`src/rtl/signal_gen_ctrl.sv`:
```
// signal_gen_ctrl: programmable square-wave / PWM burst generator.
// Drives sig_out with a period of P clocks and a high time of H clocks. It runs for
// N periods, or until stop when N is 0.
// Optional build macro SIG_GEN_SHADOW_EN: period_in/high_in are re-sampled on every
// period wrap. The new values apply from the start of the next period.
// Without the macro, P and H are latched only when a burst starts.
//
// state | meaning
// IDLE  | waiting for enable; outputs low
// RUN   | generating periods; busy high

module signal_gen_ctrl #(
  parameter int CLK_FREQ = 50_000_000,
  parameter int PERIOD_W = 26,
  parameter int HIGH_W   = 20,
  parameter int CYC_W    = 8
) (
  input  logic                clk,
  input  logic                rst,
  input  logic                enable,
  input  logic                stop,
  input  logic [PERIOD_W-1:0] period_in,
  input  logic [HIGH_W-1:0]   high_in,
  input  logic [CYC_W-1:0]    cycles_in,
  output logic                sig_out,
  output logic                busy,
  output logic                finish,
  output logic [CYC_W-1:0]    cycle_cnt
);

  // Elaboration-time sanity checks on the parameters.
  if (CLK_FREQ <= 0) begin : g_bad_clk_freq
    $error("signal_gen_ctrl: CLK_FREQ must be positive");
  end
  if (PERIOD_W < HIGH_W) begin : g_bad_widths
    $error("signal_gen_ctrl: PERIOD_W must be at least HIGH_W");
  end

  typedef enum logic {IDLE, RUN} state_t;

  state_t              state;
  logic [PERIOD_W-1:0] p_reg;
  logic [PERIOD_W-1:0] h_reg;
  logic [PERIOD_W-1:0] pcnt;
  logic [CYC_W-1:0]    n_reg;

  logic [PERIOD_W-1:0] h_ext;
  logic [PERIOD_W-1:0] p_new;
  logic [PERIOD_W-1:0] h_new;
  logic [PERIOD_W-1:0] pcnt_next;
  logic [CYC_W-1:0]    cnt_next;
  logic                last_pos;
  logic                burst_done;

  // Clamp the requested period/high time, and decode the end of a period and the end of a burst.
  always_comb begin
    h_ext      = PERIOD_W'(high_in);
    p_new      = (period_in < PERIOD_W'(2)) ? PERIOD_W'(2) : period_in;
    h_new      = (h_ext > (p_new - PERIOD_W'(1))) ? (p_new - PERIOD_W'(1)) : h_ext;
    pcnt_next  = pcnt + PERIOD_W'(1);
    cnt_next   = cycle_cnt + CYC_W'(1);
    last_pos   = (pcnt == (p_reg - PERIOD_W'(1)));
    burst_done = (n_reg != '0) && (cnt_next == n_reg);
  end

  // Burst FSM; all outputs registered so sig_out is glitch-free.
  always_ff @(posedge clk) begin
    if (rst) begin
      state     <= IDLE;
      p_reg     <= '0;
      h_reg     <= '0;
      pcnt      <= '0;
      n_reg     <= '0;
      cycle_cnt <= '0;
      sig_out   <= 1'b0;
      busy      <= 1'b0;
      finish    <= 1'b0;
    end else begin
      finish <= 1'b0;
      case (state)
        IDLE: begin
          if (enable && !stop) begin
            state     <= RUN;
            p_reg     <= p_new;
            h_reg     <= h_new;
            n_reg     <= cycles_in;
            pcnt      <= '0;
            cycle_cnt <= '0;
            busy      <= 1'b1;
            sig_out   <= (h_new != '0);
          end
        end
        RUN: begin
          if (stop) begin
            // Abort: the period count freezes and no finish pulse is raised.
            state   <= IDLE;
            busy    <= 1'b0;
            sig_out <= 1'b0;
          end else if (last_pos) begin
            cycle_cnt <= cnt_next;
            pcnt      <= '0;
            if (burst_done) begin
              state   <= IDLE;
              busy    <= 1'b0;
              sig_out <= 1'b0;
              finish  <= 1'b1;
            end else begin
`ifdef SIG_GEN_SHADOW_EN
              p_reg   <= p_new;
              h_reg   <= h_new;
              sig_out <= (h_new != '0);
`else
              sig_out <= (h_reg != '0);
`endif
            end
          end else begin
            pcnt    <= pcnt_next;
            sig_out <= (pcnt_next < h_reg);
          end
        end
      endcase
    end
  end

endmodule

```
`config.mk`:
```
export PLATFORM = sky130hd
export DESIGN_NAME = signal_gen_ctrl
export DESIGN_NICKNAME = d
export VERILOG_FILES = /design/src/rtl/signal_gen_ctrl.sv
export SDC_FILE = /design/constraint.sdc
export NUM_CORES = 1
export LEC_CHECK = 0
export ABC_CLOCK_PERIOD_IN_PS = 7800
export CAP_MARGIN = 5
export CORE_ASPECT_RATIO = 0.75
export CORE_MARGIN = 2
export CORE_UTILIZATION = 59
export DETAILED_ROUTE_END_ITERATION = 12
export PLACE_DENSITY = 0.84
export SLEW_MARGIN = 20
export SYNTH_ARGS = -nofsm -noshare
export SYNTH_HDL_FRONTEND = slang
export SYNTH_SLANG_ARGS = --single-unit
```
`constraint.sdc`:
```
create_clock -name clk -period 7.8 [get_ports clk]
set_input_delay 1.56 -clock clk [delete_from_list [all_inputs] [get_ports clk]]
set_output_delay 1.56 -clock clk [all_outputs]
set_load 0.01 [all_outputs]
```
==> results by group <==
Worst setup path
  – Top delay family on crit path: simple AND/OR/NAND/NOR gates
  – Crit Path Class: in -> reg
  – Buf+Inv Stages, Crit Path: 3
  – CP Data Required Time: 8.02 ns
  – Crit Path Max Fanout: 14
  – Startpoint types: input port
  – CP endpoint kind: flop
  – Cells along the critical path: clkdlybuf4s50_1 -> or4_4 -> or4_4 -> or3_1 -> o31a_1 -> inv_1 -> ha_1 -> nor2b_1 -> nand4_1 -> nor3_1 -> xnor2_1 -> ha_1 -> a21o_1 -> a21o_1 -> a211oi_1 -> o21ai_0 -> a221oi_1 -> nor2_2 -> buf_4 -> or4_1 -> nand3_1 -> o211ai_1
  – Slowest stage cell, crit path: or4_4
  – Crit-path max cell delay: 0.58 ns
  – Worst EP arrival: 7.16 ns

Finish
  – Nets@finish: 1068
  – # fillers: 968
  – Multi-input gate area: 0.00480 sq mm
  – Most common cell after layout, fill and taps aside: nand2_1
  – Leading cell types in the layout, fill and taps excluded: nand2_1 (134), dfxtp_1 (98), a21oi_1 (76)
  – Share of cells above drive strength 1: 0.0538
  – Storage element area: 0.00196 sq mm
  – Synth-to-layout area growth: 14.4%
  – # diodes: 0

Clock tree
  – CTS buffer count: 9
  – Clock Latency Late Sink: 0.35 ns
  – Postcts setup bufs: 0
  – Clock-pin slew on the worst setup and hold paths: 0.07 ns
  – CTS tree: yes
  – Hold-fix buffers at CTS: 0
  – Maximum buffer depth of the clock tree: 2
  – CTS Root Cell: clkbuf_16
  – CTS H-Tree Depth: 3
  – Clk sinks: 98
  – Cts repair resizes: 0

STA
  – F_max: 0.144 GHz
  – Max transition margin: 0.348
  – Max Slew Vio Count: 0
  – Hold Fails Final Rpt: 0
  – RSZ-0062 raised after global routing: no
  – Setup_tns: 0 ns
  – Fin crit period: 6.94 ns
  – Worst slew pin tran: 0.979 ns
  – Final worst-path cycle share: 0.890
  – Final setup skew: 0.00789 ns
  – Final setup violation count: 0

Floorplan
  – Starting Density: 0.611
  – I/O pins: 69
  – Full die area: 0.0130 sq mm
  – Chip width: 131 um
  – CORE AREA: 0.0117 sq mm
  – Height of the die: 99.3 um
  – Site row count: 34

Drt
  – DR iter-0 viols: 935
  – TritonRoute pass-1 iters: 6
  – Wire per inst: 18.2 um
  – Final WL: 20.5 mm
  – Via Count: 7106
  – Vias/cell: 6.30
  – DRC Markers: 0
  – Antenna Nets Post-Route: 0

Power and ir drop
  – Power Total: 1.28 mW
  – PD cells: 156 mW/mm^2
  – Peak supply drop: 0.000138 V
  – Leak: 2.95 nW

Synthesis
  – Post-synth net total: 1037
  – Syn avg cell area: 7.68 sq um
  – Synth Instances: 930
  – Seq/Total Area, Yosys: 0.275
  – Ys Warns: 0
  – Mapped cell area: 0.00714 sq mm
  – #FFs+latches synth: 98
  – Post-synth EDFFs: 0
  – Ys async rst share: 0
  – Most used DFF post-synth: dfxtp_1
  – Netlist cell types: 71

Global routing
  – Vias in the first global route: 6444
  – GR Util All Layers: 0.323
  – Largest net degree at the start of global routing: 93
  – GRT overflow: 0
  – Number of antenna violations at the first check in global routing: 0
  – First-pass GRT wire length: 32.9 mm

Placement
  – GPL Wtd Cong: 0.983
  – Final HPWL DP: 15.6 mm
  – Number of port buffers: 68

Status
  – Outcome: finished, final reports clean

Flow run
  – Max-Cap Viols: 0

Worst hold path
  – Hold Path Class: reg -> reg
## metrics by stage
step | worst slack (ns) | cells | instance area, sq um | util | hold slack [ns]
2_1_floorplan | 1.64 | 930 | 7140 | - | 0.436
3_3_place_gp | 0.698 | 1112 | 7850 | 0.671 | 0.444
3_5_place_dp | 0.551 | 1112 | 7850 | 0.671 | 0.460
4_1_cts | 0.906 | 1128 | 8170 | 0.699 | 0.470
5_1_grt | 0.539 | 1128 | 8170 | 0.699 | 0.490
6_report | 0.862 | 1128 | 8170 | 0.699 | 0.467
## cell usage after synthesis (all sizes together) (4+ instances only)
cell / number / area [sq um]
nor4: 29 / 218
a31oi: 14 / 100
ha: 49 / 613
nand3b: 8 / 60.1
or3: 15 / 98.8
a21oi: 77 / 397
buf: 10 / 65.1
nor2: 64 / 240
and4: 11 / 96.3
nor3b: 6 / 45.0
nand2b: 8 / 50.1
a22oi: 18 / 135
nand2: 136 / 515
nand4: 24 / 156
nor2b: 6 / 37.5
a21o: 15 / 113
or4: 10 / 82.6
xor2: 30 / 270
xnor2: 54 / 473
clkbuf: 43 / 163
o211ai: 15 / 113
a211oi: 7 / 52.6
dfxtp: 98 / 1960
nor3: 32 / 160
mux2i: 5 / 50.1
or2: 6 / 37.5
nand3: 26 / 130
nand4b: 4 / 35.0
inv: 45 / 169
o21ai: 26 / 130
## worst register-to-register path, delay by kind of cell, from the launching register on
kind	cells	cell delay (ns)
simple gates	8	2.26
fa+ha+maj	2	0.55
compound gates	2	0.31
xor+xnor	1	0.23
flops	1	0.49
## power by group
group / internal, mW / switching, mW / total (mW)
clock network: 0.287 / 0.207 / 0.493
registers: 0.514 / 0.0216 / 0.536
logic: 0.109 / 0.138 / 0.246
total: 0.910 / 0.366 / 1.28
## cells by family (layout without fill, tap and decap cells)
group | after synthesis | count (layout) | synth area share
and+or+nand+nor | 397 | 397 | 0.290
AOI/OAI and AO/OA | 198 | 198 | 0.181
DFF | 98 | 98 | 0.275
buffers and inverters | 98 | 134 | 0.0555
xor gates and xnor gates | 84 | 84 | 0.104
adders and majority gates | 49 | 49 | 0.0858
muxes | 6 | 6 | 0.00858
## layout make-up
| class | instances | area share |
|---|---|---|
| inverter | 45 | 0.0207 |
| clock buffer | 10 | 0.0280 |
| clock inverter | 6 | 0.0119 |
| multi-input combinational | 734 | 0.587 |
| sequential | 98 | 0.240 |
| tap | 162 | 0.0248 |
| timing repair buffer | 73 | 0.0872 |
## worst paths after layout
kind / startpoint / to / slack [ns] / depth (start not counted)
worst max register to register: pcnt[0] / sig_out / 3.89 / 13
worst max-delay path: period_in[14] / sig_out / 0.86 / 22
worst min-delay path: h_reg[5] / h_reg[5] / 0.47 / 2
worst min register to register: h_reg[5] / h_reg[5] / 0.47 / 2
## layer usage
layer  share of wire  track usage  vias to the layer above
met5               0            0                        -
met4           0.020       0.0827                        0
met3            0.12       0.0893                       44
met2            0.41        0.456                      387
met1            0.44        0.483                     3282
li1                -            -                     3393
(Power assumes the default switching activity.)
